$ cat src/rtl/fb_pkg.sv
// fb_pkg
// Shared definitions for the 120x60 3-bit frame buffer: geometry, address and
// colour widths, command opcodes, the drawing-engine state encoding, and the
// row-base helper used by the rectangle clipper.
package fb_pkg;

    localparam int FB_W    = 120;
    localparam int FB_H    = 60;
    localparam int FB_SIZE = FB_W * FB_H;
    localparam int AW      = 16;
    localparam int CW      = 3;

    localparam logic OP_FILL  = 1'b0;
    localparam logic OP_CLEAR = 1'b1;

    typedef enum logic [1:0] {
        ST_IDLE  = 2'd0,
        ST_SETUP = 2'd1,
        ST_FILL  = 2'd2,
        ST_DONE  = 2'd3
    } fb_state_e;

    // y*120 as (y<<7) - (y<<3). This keeps the only multiply out of the fill
    // loop and makes it a single subtract.
    function automatic logic [15:0] row_base_of(input logic [5:0] y);
        return {3'b000, y, 7'b0000000} - {7'b0000000, y, 3'b000};
    endfunction

endpackage

$ cat src/rtl/fb_rect_clip.sv
// fb_rect_clip
// Combinational clipper for a latched rectangle command.
//   x, y      : top-left corner (column, row)
//   w, h      : requested size in pixels
//   x_end     : exclusive right column, min(x+w, FB_W)
//   y_end     : exclusive bottom row,   min(y+h, FB_H)
//   empty     : nothing to draw (zero size or origin off-screen)
//   row_base  : y*FB_W, the address of column 0 on the top row
module fb_rect_clip #(
    parameter int FB_W = fb_pkg::FB_W,
    parameter int FB_H = fb_pkg::FB_H,
    parameter int AW   = fb_pkg::AW
) (
    input  logic [6:0]    x,
    input  logic [5:0]    y,
    input  logic [6:0]    w,
    input  logic [5:0]    h,
    output logic [7:0]    x_end,
    output logic [7:0]    y_end,
    output logic          empty,
    output logic [AW-1:0] row_base
);
    import fb_pkg::row_base_of;

    logic [7:0] x_sum_s;
    logic [7:0] y_sum_s;

    // 8-bit sums cannot overflow: 127+127 and 63+63 both fit
    always_comb begin
        x_sum_s = {1'b0, x} + {1'b0, w};
        y_sum_s = {2'b00, y} + {2'b00, h};

        if (x_sum_s > 8'(FB_W)) begin
            x_end = 8'(FB_W);
        end else begin
            x_end = x_sum_s;
        end

        if (y_sum_s > 8'(FB_H)) begin
            y_end = 8'(FB_H);
        end else begin
            y_end = y_sum_s;
        end

        empty = (w == 7'd0) || (h == 6'd0) ||
                ({1'b0, x} >= 8'(FB_W)) || ({2'b00, y} >= 8'(FB_H));

        // row_base_of() hard-codes 120 as 128-8; it only matches FB_W=120
        row_base = AW'(row_base_of(y));
    end

endmodule

$ cat src/rtl/fb_rect_writer.sv
// fb_rect_writer
// Drawing engine in front of the frame-buffer write port. It accepts
// rectangle-fill and full-clear commands and writes one pixel per clock in
// row-major order, clipped at the screen edge.
//   clk, rst           : clock, asynchronous active-high reset
//   cmd_valid/ready    : command handshake (ready only while idle)
//   cmd_op             : 0 = fill rectangle, 1 = clear whole frame
//   cmd_x/y/w/h/color  : rectangle and colour (colour ignored for clear)
//   wr, addr, di       : frame-buffer write port (addr = row*FB_W + col)
//   busy               : command in progress (setup through last write)
//   done               : one-cycle pulse when a command completes
module fb_rect_writer #(
    parameter int FB_W = fb_pkg::FB_W,
    parameter int FB_H = fb_pkg::FB_H,
    parameter int AW   = fb_pkg::AW,
    parameter int CW   = fb_pkg::CW
) (
    input  logic          clk,
    input  logic          rst,
    input  logic          cmd_valid,
    output logic          cmd_ready,
    input  logic          cmd_op,
    input  logic [6:0]    cmd_x,
    input  logic [5:0]    cmd_y,
    input  logic [6:0]    cmd_w,
    input  logic [5:0]    cmd_h,
    input  logic [CW-1:0] cmd_color,
    output logic          wr,
    output logic [AW-1:0] addr,
    output logic [CW-1:0] di,
    output logic          busy,
    output logic          done
);
    import fb_pkg::*;

    fb_state_e     state_r;
    logic [6:0]    x_r;
    logic [5:0]    y_r;
    logic [6:0]    w_r;
    logic [5:0]    h_r;
    logic [CW-1:0] color_r;
    logic [6:0]    col_r;
    logic [5:0]    row_r;
    logic [AW-1:0] row_base_r;

    logic [7:0]    x_end_s;
    logic [7:0]    y_end_s;
    logic          empty_s;
    logic [AW-1:0] row_base_s;
    logic          last_col_s;
    logic          last_row_s;

    fb_rect_clip #(
        .FB_W (FB_W),
        .FB_H (FB_H),
        .AW   (AW)
    ) u_clip (
        .x        (x_r),
        .y        (y_r),
        .w        (w_r),
        .h        (h_r),
        .x_end    (x_end_s),
        .y_end    (y_end_s),
        .empty    (empty_s),
        .row_base (row_base_s)
    );

    // Position of the pixel currently on the write port relative to the clipped extent
    always_comb begin
        last_col_s = ({1'b0, col_r} == (x_end_s - 8'd1));
        last_row_s = ({2'b00, row_r} == (y_end_s - 8'd1));
    end

    assign cmd_ready = (state_r == ST_IDLE);

    // Command FSM and registered write port: accept, set up, walk the rectangle, complete
    always_ff @(posedge clk or posedge rst) begin
        if (rst) begin
            state_r    <= ST_IDLE;
            x_r        <= 7'd0;
            y_r        <= 6'd0;
            w_r        <= 7'd0;
            h_r        <= 6'd0;
            color_r    <= {CW{1'b0}};
            col_r      <= 7'd0;
            row_r      <= 6'd0;
            row_base_r <= {AW{1'b0}};
            wr         <= 1'b0;
            addr       <= {AW{1'b0}};
            di         <= {CW{1'b0}};
            busy       <= 1'b0;
            done       <= 1'b0;
        end else begin
            case (state_r)
                ST_IDLE: begin
                    if (cmd_valid) begin
                        // A clear is just a full-screen fill with colour 0
                        if (cmd_op == OP_CLEAR) begin
                            x_r     <= 7'd0;
                            y_r     <= 6'd0;
                            w_r     <= 7'(FB_W);
                            h_r     <= 6'(FB_H);
                            color_r <= {CW{1'b0}};
                        end else begin
                            x_r     <= cmd_x;
                            y_r     <= cmd_y;
                            w_r     <= cmd_w;
                            h_r     <= cmd_h;
                            color_r <= cmd_color;
                        end
                        busy    <= 1'b1;
                        state_r <= ST_SETUP;
                    end
                end

                ST_SETUP: begin
                    if (empty_s) begin
                        busy    <= 1'b0;
                        done    <= 1'b1;
                        state_r <= ST_DONE;
                    end else begin
                        // First write goes out straight from setup so the
                        // write stream starts the cycle after this one
                        col_r      <= x_r;
                        row_r      <= y_r;
                        row_base_r <= row_base_s;
                        addr       <= row_base_s + AW'(x_r);
                        di         <= color_r;
                        wr         <= 1'b1;
                        state_r    <= ST_FILL;
                    end
                end

                ST_FILL: begin
                    if (last_col_s && last_row_s) begin
                        wr      <= 1'b0;
                        busy    <= 1'b0;
                        done    <= 1'b1;
                        state_r <= ST_DONE;
                    end else if (last_col_s) begin
                        // Row change: next row starts FB_W further on, back at column x
                        col_r      <= x_r;
                        row_r      <= row_r + 6'd1;
                        row_base_r <= row_base_r + AW'(FB_W);
                        addr       <= row_base_r + AW'(FB_W) + AW'(x_r);
                    end else begin
                        col_r <= col_r + 7'd1;
                        addr  <= addr + {{(AW-1){1'b0}}, 1'b1};
                    end
                end

                ST_DONE: begin
                    done    <= 1'b0;
                    state_r <= ST_IDLE;
                end

                default: begin
                    wr      <= 1'b0;
                    busy    <= 1'b0;
                    done    <= 1'b0;
                    state_r <= ST_IDLE;
                end
            endcase
        end
    end

endmodule
$ cat config.mk
export PLATFORM = sky130hd
export DESIGN_NAME = fb_rect_writer
export DESIGN_NICKNAME = d
export VERILOG_FILES = /design/src/rtl/fb_pkg.sv /design/src/rtl/fb_rect_clip.sv /design/src/rtl/fb_rect_writer.sv
export SDC_FILE = /design/constraint.sdc
export NUM_CORES = 1
export LEC_CHECK = 0
export CAP_MARGIN = 20
export CORE_ASPECT_RATIO = 0.6
export CORE_UTILIZATION = 30
export DETAILED_ROUTE_END_ITERATION = 6
export GPL_ROUTABILITY_DRIVEN = 0
export SLEW_MARGIN = 40
export SYNTH_ARGS = -nofsm -noshare
export SYNTH_HDL_FRONTEND = slang
export SYNTH_SLANG_ARGS = --single-unit
$ cat constraint.sdc
create_clock -name clk -period 4.1 [get_ports clk]
set_input_delay 0.82 -clock clk [delete_from_list [all_inputs] [get_ports clk]]
set_output_delay 0.82 -clock clk [all_outputs]
set_load 0.05 [all_outputs]
Word-level counts from Yosys, hierarchy flattened
Index checks and enable logic that the tools add are counted.

storage, ports and cells
  input bits = 33
  register bits after elaboration = 82

operators by class
  add/sub/neg operators = 11
  $lt $le $gt $ge = 4
  multiplexer cells = 36
  bitwise gates (word level) = 1
  equal/unequal tests = 11
  reduce and logical (&&, ||, !) cells = 18

operators with widths
  operator                 number
  $mux W16                 6
  $pmux W16 S2             2
  $mux W7                  5
  $add A16 B7 Y16          2
  $mux W6                  5
  $add A16 B1 Y16 const B  1
  $add A16 B7 Y16 const B  1
  $mux W8                  2
  $sub A8 B1 Y8 const B    2
  $pmux W7 S2              1
  $sub A13 B9 Y14          1
  $ne A2 B2 Y1 const B     6
  $pmux W6 S2              1
  $reduce_and A3 Y1        3
  $add A7 B7 Y8            1
  $eq A6 B8 Y1             1
  $eq A7 B8 Y1             1
  $gt A8 B6 Y1 const B     1
  $gt A8 B7 Y1 const B     1
  $pmux W2 S4              1
  $reduce_and A4 Y1        2
  $add A6 B6 Y7            1
  $add A7 B1 Y7 const B    1
  $ge A7 B7 Y1 const B     1
  other kinds (18)         32

Longest topological paths before layout
Gate-level depths: netlist (run 1).

  depth after elaboration = 8
  gate-level depth with buffers = 22
  mapped depth without buffers = 20

By module
A second synthesis (run 1) with hierarchy kept.

unflattened totals
  cell total of the unflattened synthesis = 842
  area total of the unflattened synthesis = 7050.5 sq um

modules (own cells, without submodules)
  module          seq. area each (sq um)  times used  cells an instance  area an instance (sq um)
  fb_rect_writer  2052.0                  1           700                5997.0
  fb_rect_clip    0.0                     1           142                1053.5

Least setup slack after synthesis (run 1)
No wires, ideal clock.

  kind = flip-flop to flip-flop
  start point = reg y_r[0]
  end point = reg addr[5]
  data required time = 3.975 ns
  setup slack = -0.234 ns
  clock period less this slack = 4.334 ns
  stages on the path, launching flop included = 20
  buffers on the path = 3
  arrival = 4.209 ns
  path through = dfrtp_1 ha_1 inv_1 fa_1 nand2b_1 a21oi_1 xor2_1 nor3b_1 a311o_1 ha_1 o211ai_1 xnor2_1 o21a_1 o2111ai_1 or3_1 buf_2 o31a_1 buf_6 buf_6 mux2_4

between the ends
  cells in the longest elaborated chain, start to end = 8

RTL lines
  item                                RTL line               RTL
  from (decl)                         fb_rect_writer.sv:38   logic [5:0] y_r;
  from (signal assigned)              fb_rect_writer.sv:106  y_r <= cmd_y;
  $add A6 B6 Y7                       fb_rect_clip.sv:31     y_sum_s = {2'b00, y} + {2'b00, h};
  $gt A8 B6 Y1                        fb_rect_clip.sv:39     if (y_sum_s > 8'(FB_H)) begin
  $mux W8                             fb_rect_clip.sv:39
  $sub A8 B1 Y8                       fb_rect_writer.sv:71   last_row_s = ({2'b00, row_r} == (y_end_s - 8'd1));
  $eq A6 B8 Y1                        fb_rect_writer.sv:71
  $logic_and A1 B1 Y1                 fb_rect_writer.sv:135  if (last_col_s && last_row_s) begin
  $ne A2 B2 Y1 (no source line)       -
  $reduce_and A3 Y1 (no source line)  -
  to (signal assigned)                fb_rect_writer.sv:89   addr <= {AW{1'b0}};
  to (signal assigned)                fb_rect_writer.sv:145  addr <= row_base_r + AW'(FB_W) + AW'(x_r);
  to (signal assigned)                fb_rect_writer.sv:148  addr <= addr + {{(AW-1){1'b0}}, 1'b1};
  to (decl)                           fb_rect_writer.sv:29   output logic [AW-1:0] addr,

Several ways; a longest one is shown, not always the timed one. The select of a mux whose other input is x is not followed.
A chain may end at the register's enable or synchronous reset.

Worst setup path in the final report (run 1)
  start point = reg y_r[1]
  end point = reg row_base_r[5]

between the ends
  cells in the longest elaborated chain, start to end = 8

RTL lines
  item                                RTL line               RTL
  $add A6 B6 Y7                       fb_rect_clip.sv:31
  $gt A8 B6 Y1                        fb_rect_clip.sv:39
  $mux W8                             fb_rect_clip.sv:39
  $sub A8 B1 Y8                       fb_rect_writer.sv:71
  $eq A6 B8 Y1                        fb_rect_writer.sv:71
  $logic_and A1 B1 Y1                 fb_rect_writer.sv:135
  $ne A2 B2 Y1 (no source line)       -
  $reduce_and A4 Y1 (no source line)  -
  to (signal assigned)                fb_rect_writer.sv:87   row_base_r <= {AW{1'b0}};
  to (signal assigned)                fb_rect_writer.sv:126  row_base_r <= row_base_s;
  to (signal assigned)                fb_rect_writer.sv:144  row_base_r <= row_base_r + AW'(FB_W);
  to (decl)                           fb_rect_writer.sv:44   logic [AW-1:0] row_base_r;

Several ways; a longest one is shown, not always the timed one. The select of a mux whose other input is x is not followed.

==> results.toml, run 1 <==
[clock_tree]
cts_root_buf = "clkbuf_16"
clock_path_buffers = 2
cts-buffers-inserted = 9
clock_latency_ns = 0.35
clk_pin_slew_worst_paths_ns = 0.06
tritoncts = "yes"
clock-sinks = 79
htreeDepth = 3
hold_buffers = 0

[yosys]
yosys.cell_types.count = 71
yosysWarnings = 0
synthArstFlopShare = 1.000
synth.avg_cell_area_sq_um = 8.446
yosys.area.top_type = "dfrtp_1"
synth_most_common_cell = "dfrtp_1"
yosys-top-cells-count = "79 x dfrtp_1, 69 x nand2_1, 60 x nor2_1"
syn_nets = 827
synth_area_sq_mm = 0.006394
synthesis.instances = 757
ys_seq_area_frac = 0.3092
synth_edf_count = 0
synth_top_area_frac = 0.3092
synthFlopType = "dfrtp_1"
synthTopCellsByArea = "dfrtp_1 31%, ha_1 6.7%, xnor2_1 5.5%"
synth-seq-cells = 79

[worst_hold_path]
whs_path_depth = 2
whs_endpoint = "color_r[2]"
hp-class = "register to register"
worstHoldStart = "color_r[2]"

[route]
wire_per_inst_microns = 15.80
dr.pass1.iters = 5
drcViolationCount = 0
ant_nets = 0
vias_per_cell = 5.155
drt_iter0_markers = 330
finalWirelength_mm = 18.52
num_vias = 6042

[worst_setup_path]
worstPathMaxFanout = 8
r2r_start = "y_r[1]"
criticalPathCategory = "register to register"
r2r_end = "row_base_r[5]"
ff2ff_path_depth = 17
r2r_setup_slack_ns = 0.05
worstPathArrival_ns = 4.29
critical_path_required_ns = 4.33
startpoint = "y_r[1]"
crit_path_end_kind = "register"
start_kind = "register"

[floorplanning]
fp.dieW_microns = 190.5
die_height_microns = 115.1
rows = 40
io-pin-count = 56
start_util = 0.3131
die_area_sq_mm = 0.02192
fp.coreArea_sq_mm = 0.02042

[run_status]
status = "complete, no violations"

[global_route]
antenna_found_initial = 0
grt_pass1_wl_mm = 30.10
grt_max_degree = 47
track_usage = 0.1752
grt_pass1_vias = 5718
grt_overflow = 0

[sta]
max-slew-margin-rel = 0.4796
fin_crit_sh = 0.9885
min_period_ns = 4.053
max_freq_mhz = 246.7
fin_skew_ns = 0.01040
hold_viol = 0
tightestPinTransition_ns = 0.7725
report.final.slew_viol_count = 0
setup_viol = 0
rsz0062_at_grt = "yes"

[layout]
final_cells = 1172
utilization = 0.4232
antenna_cells = 0
drive_gt1_frac = 0.2236
multiInputGateArea_sq_mm = 0.004464
final_cell_area_sq_mm = 0.008642
fin_nets = 964
area_growth_pct = 35.17
seq_area_sq_mm = 0.001978
n_fill_cell = 2011

[place]
dp.cells = 1136
place_area_sq_mm = 0.007855
port_buffers = 55
dp_hpwl_mm = 13.86

[run]
max_cap_viol_count = 0
## metal layers
metal  vias to the layer above  global-route usage  part of all wire
met5                         -                   0                 0
met4                         0             0.03947            0.0073
met3                        15             0.03816             0.057
met2                       139              0.2281              0.38
met1                      2873              0.2819              0.56
li1                       3015                   -                 -
## metrics by stage
step | hold slack [ns] | setup WS (ns) | TNS (ns)
detailed placement | 0.4713 | -0.2515 | -5.593
CTS | 0.4862 | 0.003195 | 0
finish | 0.4850 | 0.04730 | 0
global route | 0.5218 | -0.1692 | -3.743
floorplan | 0.4460 | 0.005278 | 0
global placement | 0.4645 | -0.1608 | -2.195
## worst max-delay path: stages, from the launching register on
cell and delay (ns):
dfrtp_1 0.42, ha_1 0.31, a211oi_2 0.09, buf_4 0.15
o211ai_1 0.16, or3b_4 0.41, a311o_1 0.39, ha_2 0.21
o211ai_1 0.11, xnor2_1 0.17, o21a_1 0.13, o2111ai_1 0.12
or3_4 0.37, buf_4 0.15, nor2b_4 0.16, buf_6 0.13
and3_1 0.17, o32a_1 0.28
## timing repair
item | CTS | global route
cloned | 0 | 1
pin swaps | 17 | 32
setup buffers | 16 | 4
resized for setup | 28 | 43
endpoints found under the setup margin | 44 | 46
## area by class of cell
class,count,area share
multi-input combinational,608,0.5166
sequential,79,0.2289
timing repair buffer,161,0.1649
tap,273,0.03953
clock buffer,11,0.02809
inverter,35,0.01535
clock inverter,5,0.006660
## state kept, by name, indices dropped and copies added (netlist names), 6 cells and up
signal      count
addr           16
row_base_r     13
col_r           7
w_r             7
x_r             7
h_r             6
row_r           6
y_r             6
## cell usage in the layout (no fill, tap or decap), types with 20 or more instances in the layout
| master | count |
|---|---|
| a21oi_1 | 40 |
| buf_4 | 93 |
| clkdlybuf4s50_1 | 54 |
| dfrtp_1 | 78 |
| ha_1 | 29 |
| inv_1 | 32 |
| mux2i_1 | 20 |
| nand2_1 | 66 |
| nand2b_1 | 33 |
| nor2_1 | 55 |
| nor3_1 | 23 |
| o21ai_0 | 46 |
| xnor2_1 | 37 |
| xor2_1 | 21 |
## worst max path at each step
| stage | cells past startpoint | end | slack, ns |
|---|---|---|---|
| 2_1_floorplan | 19 | addr[5] | 0.005 |
| 3_3_place_gp | 19 | row_base_r[14] | -0.16 |
| 3_5_place_dp | 21 | addr[9] | -0.25 |
| 4_1_cts | 23 | addr[9] | 0.003 |
| 6_report | 17 | row_base_r[5] | 0.05 |
| 5_1_grt | 20 | col_r[2] | -0.17 |
## kinds of logic (layout without fill, tap and decap cells)
kind of cell	Yosys count	count (layout)	share of synthesized area
AND/OR/NAND/NOR	276	276	0.2174
AO/OA/AOI/OAI	196	197	0.2053
flip-flops	79	79	0.3092
buffers and inverters	71	212	0.04638
XOR/XNOR	65	65	0.09119
adder cells (fa/ha/maj)	37	37	0.07593
multiplexers	33	33	0.05460
Power of run 1 is left out: the tool's default activity adds up to more than one toggle a clock period on the data nets, which glitch-free logic cannot reach.
==> inputs of run 2 (changes only) <==
Settings changed: CTS_CLUSTER_DIAMETER set to 80.
==> results of run 2 <==
No change in the layout: final DEF, timing and power equal those of run 1.
Power of run 2 is left out for the same reason.
==> inputs of run 3 (changes only) <==
Settings changed: CTS_CLUSTER_SIZE set to 25, SYNTH_HIERARCHICAL set to 1.
==> run 3 against run 2 <==
The flow now finishes with violations (setup timing). Cell count rose by 10%. Via count up 13%. Synthesized cell count up 11%. Critical path type unchanged. Largest cell class unchanged.
==> results.toml, run 3 <==
[layout]
drive_gt1_frac = 0.2195
final_cell_mix = "90 x nand2_1, 87 x buf_4, 81 x dfrtp_1"
utilization = 0.4029
seq_area_sq_mm = 0.002053
n_fill_cell = 2312
layout_commonest_cell = "nand2_1"
fin_nets = 1048
area_growth_pct = 31.91
largestRegisters = "addr x16, row_base_r x16"
multiInputGateArea_sq_mm = 0.004984
final_cells = 1290
antenna_cells = 0

[sta]
max_freq_mhz = 239.9
min_period_ns = 4.168
rsz0062_at_grt = "yes"
fin_ws_ns = -0.06804
fin_skew_ns = 0.008142
tightestPinTransition_ns = 0.9323
hold_viol = 0
fin_crit_sh = 1.017
max-slew-margin-rel = 0.3778
setup_viol = 14
report.final.slew_viol_count = 0

[yosys]
synth_top_area_frac = 0.2910
yosys.cell_types.count = 86
synthTopCellsByArea = "dfrtp_1 29%, ha_1 7.3%, nand2_1 5.1%"
ys_seq_area_frac = 0.2910
synthFlopType = "dfrtp_1"
synthArstFlopShare = 1.000
yosysWarnings = 6
synth_edf_count = 0
synth-seq-cells = 82
synth_area_sq_mm = 0.007051
synth_adder_area_share = 0.08412
synth_mux_area_frac = 0.03762
synth-simple-area-share = 0.2302
yosys-top-cells-count = "96 x nand2_1, 82 x dfrtp_1, 67 x o21ai_0"
synth_top_family_by_area = "compound AO/OA/AOI/OAI gates"
synth-compound-area-share = 0.2364
synth_most_common_cell = "nand2_1"
synth.avg_cell_area_sq_um = 8.374
yosys.area.top_type = "dfrtp_1"
synthesis.instances = 842
synthXorXnorAreaFrac = 0.06832

[run_status]
violations = "setup timing"
status = "complete, but fails checks"

[worst_setup_path]
r2r_setup_slack_ns = -0.07
r2r_start = "y_r[1]"
cpPeakStageDelay_ns = 0.49
worstPathArrival_ns = 4.37
cpMaxStageDelayCell = "or4_4"
worstPathMaxFanout = 5
ff2ff_path_depth = 15
r2r_end = "row_r[2]"
path_buf_inv = 2
criticalPathCategory = "register to register"
critical_path_required_ns = 4.30
worstPathCellList = "ha_1 > a211o_1 > a2111oi_4 > a2111oi_4 > nor4b_4 > nor3b_2 > or4_4 > or3_4 > a2111oi_4 > o211ai_4 > o31ai_4 > buf_6 > buf_6 > a21oi_2 > a2bb2oi_1"
crit_path_end_kind = "register"
path_delay_family = "compound AO/OA/AOI/OAI gates"
start_kind = "register"
crit_top_cell = "a2111oi_4"

[route]
drt_iter0_markers = 444
finalWirelength_mm = 21.28
dr.pass1.iters = 5
ant_nets = 0
num_vias = 6802
vias_per_cell = 5.273
drcViolationCount = 0
wire_per_inst_microns = 16.50

[worst_hold_path]
hp-class = "register to register"
whs_path_depth = 2
whs_endpoint = "color_r[1]"
worstHoldStart = "color_r[1]"

[global_route]
grt_pass1_vias = 6447
antenna_found_initial = 0
track_usage = 0.1837
grt_max_degree = 55
grt_overflow = 0
grt_pass1_wl_mm = 34.64

[clock_tree]
clock_latency_ns = 0.35
htreeDepth = 3
cts-buffers-inserted = 9
cts_root_buf = "clkbuf_16"
clock-sinks = 82
clock_path_buffers = 2
tritoncts = "yes"
clk_pin_slew_worst_paths_ns = 0.06

[floorplanning]
die_height_microns = 120.7
io-pin-count = 56
fp.dieW_microns = 199.9
rows = 43
die_area_sq_mm = 0.02414
start_util = 0.3055
fp.coreArea_sq_mm = 0.02308

[place]
dp.cells = 1261
dp_hpwl_mm = 16.16
port_buffers = 55
dp_slack_ns = -0.3050

[run]
max_cap_viol_count = 0
run 3: stage by stage:
step	hold WS, ns	setup TNS [ns]	cell area, sq um
final	0.4760	-0.2870	9300
after detailed placement	0.4670	-6.194	8568
after floorplan	0.4460	-0.2610	7143
after global placement	0.4610	-2.981	8558
after CTS	0.4814	-1.634	9081
after global routing	0.4964	-9.098	9300
run 3: final cells by class:
type / instances / area share
sequential: 82 / 0.2208
clock inverter: 4 / 0.005381
timing repair buffer: 156 / 0.1509
tap: 315 / 0.04238
inverter: 41 / 0.01709
clock buffer: 12 / 0.02758
multi-input combinational: 680 / 0.5359
run 3: kinds of logic after synthesis:
family,count (synthesis)
AND/OR/NAND/NOR,311
multiplexers,25
XOR/XNOR,55
buffers and inverters,85
adder cells (fa/ha/maj),45
flip-flops,82
AO/OA/AOI/OAI,238
other,1
run 3: worst register-to-register path, cell delays in order (launching register included):
cell       delay (ns)
dfrtp_1          0.39
ha_1             0.31
a211o_1          0.31
a2111oi_4        0.36
a2111oi_4        0.08
nor4b_4          0.32
nor3b_2          0.09
or4_4            0.49
or3_4            0.39
a2111oi_4        0.40
o211ai_4         0.19
o31ai_4          0.20
buf_6            0.19
buf_6            0.15
a21oi_2          0.04
a2bb2oi_1        0.14
run 3: worst max path at each step:
stage               depth (start not counted)   start  slack [ns]              to
detailed placement                         18  x_r[0]       -0.30         addr[4]
CTS                                        15  y_r[1]       -0.09  row_base_r[13]
global placement                           14  h_r[1]       -0.19         addr[0]
floorplan                                  14  y_r[1]       -0.04  row_base_r[12]
global route                               19  x_r[0]       -0.27        col_r[4]
finish                                     15  y_r[1]       -0.07        row_r[2]
run 3: repair_timing:
action                     4_1_cts  5_1_grt
gates resized for setup         33       40
pin swaps                       30       16
hold endpoints to repair         0        0
setup buffers                    9        3
hold buffers                     0        0
cloned                           1        1
setup endpoints to repair       46       47
run 3: per-layer routing:
metal	up-vias	global-route usage	share of wire
met4	0	0.02672	0.0040
li1	3323	-	-
met1	3241	0.2987	0.54
met2	229	0.2433	0.38
met3	9	0.03794	0.078
met5	-	0	0
Power of run 3 is left out for the same reason.
==> RTL change 1 (config.mk and constraints of run 3) <==
Encoding of `fb_state_e`: now Gray code (2 bits for 4 states).
--- a/src/rtl/fb_pkg.sv
+++ b/src/rtl/fb_pkg.sv
@@ -15,8 +15,8 @@
 
     typedef enum logic [1:0] {
-        ST_IDLE  = 2'd0,
-        ST_SETUP = 2'd1,
-        ST_FILL  = 2'd2,
-        ST_DONE  = 2'd3
+        ST_IDLE  = 2'b00,
+        ST_SETUP = 2'b01,
+        ST_FILL  = 2'b11,
+        ST_DONE  = 2'b10
     } fb_state_e;
 
Check against the original RTL: same outputs for any inputs over 4 cycles, from zero or initial values and one cycle with rst high; so few cycles prove little.
==> RTL change 1 against run 3 <==
  * The flow still finishes with violations (setup timing)
  * Wire length increased by 0.56%
  * Sequential cell count unchanged
  * Worst setup slack improved by 30 ps
  * Worst hold slack improved by 11 ps
  * Count of clock-buffer cells in the layout decreased by 3
  * Design area decreased by 0.85%
  * Die area increased by 0.42%
  * Clock skew about the same
  * Synthesized area increased by 0.43%
  * First-iteration DRC count increased by 26%
  * Synthesized cell count increased by 1.5%
  * Via count decreased by 0.78%
  * Largest cell class unchanged
Power is left out: the tool's default activity adds up to more than one toggle a clock period on the data nets, which glitch-free logic cannot reach.
==> RTL change 1: results (changes against run 3) <==
First-iteration detailed-routing DRC count: 560 (was 444)
Hold Path Origin: row_base_r[2]$_DFFE_PP0P_ (was color_r[1]$_DFFE_PP0P_)
First-pass GRT wire length: 33300 um (was 34600 um)
Skew final: 8.63 ps (was 8.14 ps)
CP max stage cell: dfrtp_1 (was or4_4)
Crit Reg-Reg Startpoint: w_r[4]$_DFFE_PP0P_ (was y_r[1]$_DFFE_PP0P_)
Routed vias: 6749 (was 6802)
Setup violators final: 16 (was 14)
FF-to-FF End: row_base_r[10]$_DFFE_PP0P_ (was row_r[2]$_DFFE_PP0P_)
Pin count of the biggest net entering global routing: 60 (was 55)
FILL cells: 2378 (was 2312)
Layout net count: 1024 (was 1048)
Post-synth top area share: 29.0% (was 29.1%)
Final std cells w/o fill: 1271 (was 1290)
Pre-CTS setup slack: -133 ps (was -305 ps)
Final HPWL DP: 15300 um (was 16200 um)
Netlist cell types: 82 (was 86)
CP max stage delay: 380 ps (was 490 ps)
Worst path arrival time: 4380 ps (was 4370 ps)
Placed Area: 8230 um^2 (was 8570 um^2)
Status: finished with violations (unchanged)
Failing checks: setup timing (unchanged)
Share of cells above drive strength 1: 20.2% (was 21.9%)
Vias in the first global route: 6185 (was 6447)
Hold endpoint: row_base_r[2]$_DFFE_PP0P_ (was color_r[1]$_DFFE_PP0P_)
Largest cells by area after synthesis: dfrtp_1, ha_1, nand2_1, xnor2_1, a21oi_1 (was dfrtp_1, ha_1, nand2_1, o21ai_0, xnor2_1)
CP top delay family: compound AO/OA/AOI/OAI gates (unchanged)
CP max FO: 6 (was 5)
H-tree depth: 3 (unchanged)
Sequential element share of the synthesized area: 29.0% (was 29.1%)
Top flop regs: addr (16), row_base_r (16) (unchanged)
Path depth of the worst reg2reg path: 18 (was 15)
Slew @ Worst Pin: 943 ps (was 932 ps)
Mean Syn Cell Area: 8.28 um^2 (was 8.37 um^2)
Final setup margin: -38.4 ps (was -68.0 ps)
Num CTS Buffers: 9 (unchanged)
Tot GR Track Use: 17.4% (was 18.4%)
WL per Instance: 16.8 um (was 16.5 um)
Placed Cells: 1231 (was 1261)
Synth top cells by count: nand2_1, dfrtp_1, nor2_1 (was nand2_1, dfrtp_1, o21ai_0)
==> RTL change 1: cell count changes in the layout (fill, tap and decap cells not counted), moves of 5 or more <==
cell     delta
buf_12      +5
o21ai_0    -20
buf_4      -31
nor3_1      +9
xnor2_1     -5
a21oi_1    +14
nand3_1     +6
xor2_1      +7
ha_1        -6
a31oi_1    -10
o21ai_2     +8
==> RTL change 1: worst max path at each step <==
stage | start | to | slack [ps] | depth (start not counted)
2_1_floorplan | x_r[3]$_DFFE_PP0P_ | row_r[0]$_DFFE_PP0P_ | 40 | 16
3_3_place_gp | w_r[0]$_DFFE_PP0P_ | row_base_r[10]$_DFFE_PP0P_ | 4 | 20
3_5_place_dp | y_r[1]$_DFFE_PP0P_ | row_r[3]$_DFFE_PP0P_ | -130 | 18
4_1_cts | w_r[0]$_DFFE_PP0P_ | row_base_r[10]$_DFFE_PP0P_ | -40 | 20
5_1_grt | w_r[4]$_DFFE_PP0P_ | row_base_r[10]$_DFFE_PP0P_ | -240 | 18
6_report | w_r[4]$_DFFE_PP0P_ | row_base_r[10]$_DFFE_PP0P_ | -40 | 18
==> RTL change 1: kinds of logic after synthesis <==
| family | share of synthesized area [%] |
|---|---|
| mux | 2.95 |
| compound gates | 23.3 |
| flops | 29.0 |
| other cells | 0.0530 |
| buf+inv | 6.43 |
| simple gates | 23.8 |
| xor+xnor | 7.05 |
| fa+ha+maj | 7.49 |
==> RTL change 1: routing by layer <==
layer	share of wire (%)	track usage, %	vias to the layer above
met5	0	0	-
met4	0.83	3.20	0
met3	7.0	4.62	18
met2	40	23.8	226
met1	52	26.8	3228
li1	-	-	3277
==> RTL change 1: worst min-delay path: stages (launching register included) <==
cell,delay (ps)
dfrtp_1,350
nand2_1,50
nand2_1,60
==> RTL change 1: what timing repair did <==
item,in CTS,in global routing
gates resized for setup,11,85
setup endpoints to repair,35,44
hold endpoints to repair,0,0
cloned,1,7
pin swaps,2,39
buffers inserted,1,16
==> RTL change 1: layout make-up <==
| class | count | area, um^2 | share of cell area (%) |
|---|---|---|---|
| Multi-Input combinational cell | 683 | 4950 | 53.7 |
| Sequential cell | 82 | 2050 | 22.3 |
| Timing Repair Buffer | 136 | 1390 | 15.0 |
| Tap cell | 315 | 394 | 4.27 |
| Clock buffer | 9 | 225 | 2.44 |
| Inverter | 39 | 148 | 1.60 |
| Clock inverter | 7 | 60.1 | 0.651 |
==> RTL change 1: through the flow <==
stage | hold WS (ps) | TNS, ps
finish | 487 | -262
global route | 505 | -7560
CTS | 483 | -133
detailed placement | 461 | -1860
global placement | 447 | 0
floorplan | 439 | 0
==> RTL change 2 (settings of run 3) <==
Made on the original files. The package constant `AW` goes from 16 to 14.
--- a/src/rtl/fb_pkg.sv
+++ b/src/rtl/fb_pkg.sv
@@ -8,5 +8,5 @@
     localparam int FB_H    = 60;
     localparam int FB_SIZE = FB_W * FB_H;
-    localparam int AW      = 16;
+    localparam int AW      = 14;
     localparam int CW      = 3;
 
Ports: changed (resized addr); port bits go from 56 to 54. The function was not compared with the original's and may differ.
==> RTL change 2 against run 3 <==
  * The run still ends with setup timing left
  * Maximum frequency increased by 1.1%
  * Die area down 6.1%
  * Sequential cell count down 4
  * Worst setup slack gained 46 ps
  * Critical path depth grew 5
  * Synthesized area down 6.2%
  * Wire length decreased by 11%
  * Synthesized cell count fell by 3.2%
  * Design area down 8.3%
  * Highest routed layer unchanged
Power is not shown: default switching activity piles up to over one toggle a cycle in this logic, so the estimate is an artifact.
==> RTL change 2: results (changes against run 3) <==
Compound-Gate Fraction of Synth Area: 22.1% (was 23.6%)
Mux cell area share after synthesis: 1.85% (was 3.76%)
Layout net count: 988 (was 1048)
Multi-input logic area: 4580 um^2 (was 4980 um^2)
Pre-CTS setup slack: -156 ps (was -305 ps)
Failing checks: setup timing (unchanged)
Routed vias: 6209 (was 6802)
Vias in the first global route: 5823 (was 6447)
CP Capture Point: addr[9]$_DFFE_PP0P_ (was row_r[2]$_DFFE_PP0P_)
WL per Instance: 15.9 um (was 16.5 um)
Critical Path Start: x_r[0]$_DFFE_PP0P_ (was y_r[1]$_DFFE_PP0P_)
Status: finished with violations (unchanged)
CP max stage delay: 380 ps (was 490 ps)
CP max FO: 8 (was 5)
Placed Cells: 1166 (was 1261)
Synth top cells by count: nand2_1, dfrtp_1, o21ai_0 (unchanged)
Postcts setup bufs: 0 (was 9)
Post-synthesis adder-cell area fraction: 8.97% (was 8.41%)
First-pass GRT wire length: 30400 um (was 34600 um)
Setup violators final: 1 (was 14)
Largest cells by area after synthesis: dfrtp_1, ha_1, nand2_1, o21ai_0, a21oi_1 (was dfrtp_1, ha_1, nand2_1, o21ai_0, xnor2_1)
CP max stage cell: dfrtp_1 (was or4_4)
Tot GR Track Use: 17.1% (was 18.4%)
Placed Area: 7750 um^2 (was 8570 um^2)
Netlist cell types: 80 (was 86)
Worst path arrival time: 4350 ps (was 4370 ps)
Sequential element share of the synthesized area: 29.5% (was 29.1%)
Final HPWL DP: 14200 um (was 16200 um)
Routed WL: 18900 um (was 21300 um)
FILL cells: 2123 (was 2312)
Pin count of the biggest net entering global routing: 50 (was 55)
Top flop regs: addr (14), row_base_r (14) (was addr (16), row_base_r (16))
Post-cts sizing count: 10 (was 33)
Final sum of negative setup slack: -22.4 ps (was -287 ps)
Final setup margin: -22.4 ps (was -68.0 ps)
RTL change 2: cell types whose count changed after synthesis, sizes merged, moves of 9 or more:
cell | before | now
nand2 | 97 | 107
nor2 | 50 | 61
xor2 | 17 | 26
xnor2 | 38 | 28
a31oi | 20 | 4
mux2 | 12 | 2
a21oi | 36 | 54
RTL change 2: area by class of cell:
type	instances	area share, %
multi-input cells	664	53.7
flip-flops and latches	78	22.9
repair buffers	122	14.0
well taps	279	4.09
clock buffers	11	2.84
inverters	35	1.55
clock inverters	5	0.968
RTL change 2: layer usage:
layer  global-route usage (%)  up-vias  part of all wire [%]  routed length, um
met3                     4.21       10                   6.3               1190
met2                     23.4      183                    38               7250
met4                     3.25        0                  0.63                120
met5                        0        -                     0                  0
li1                         -     3087                     -                  -
met1                     26.5     2929                    55              10400
RTL change 2: worst min-delay path by stage:
stage	from	endpoint	slack [ps]	cells past startpoint
final	color_r[1]$_DFFE_PP0P_	di[1]$_DFFE_PP0P_	470	2
after global routing	color_r[2]$_DFFE_PP0P_	di[2]$_DFFE_PP0P_	510	2
after CTS	color_r[1]$_DFFE_PP0P_	di[1]$_DFFE_PP0P_	470	2
after detailed placement	color_r[1]$_DFFE_PP0P_	di[1]$_DFFE_PP0P_	460	2
after global placement	color_r[1]$_DFFE_PP0P_	di[1]$_DFFE_PP0P_	450	2
after floorplan	color_r[0]$_DFFE_PP0P_	di[0]$_DFFE_PP0P_	440	2
RTL change 2: logic make-up after synthesis:
| kind of cell | count (synthesis) |
|---|---|
| AO/OA/AOI/OAI | 222 |
| XOR/XNOR | 54 |
| adder cells (fa/ha/maj) | 45 |
| buffers and inverters | 78 |
| flip-flops | 78 |
| multiplexers | 12 |
| other | 1 |
| AND/OR/NAND/NOR | 325 |
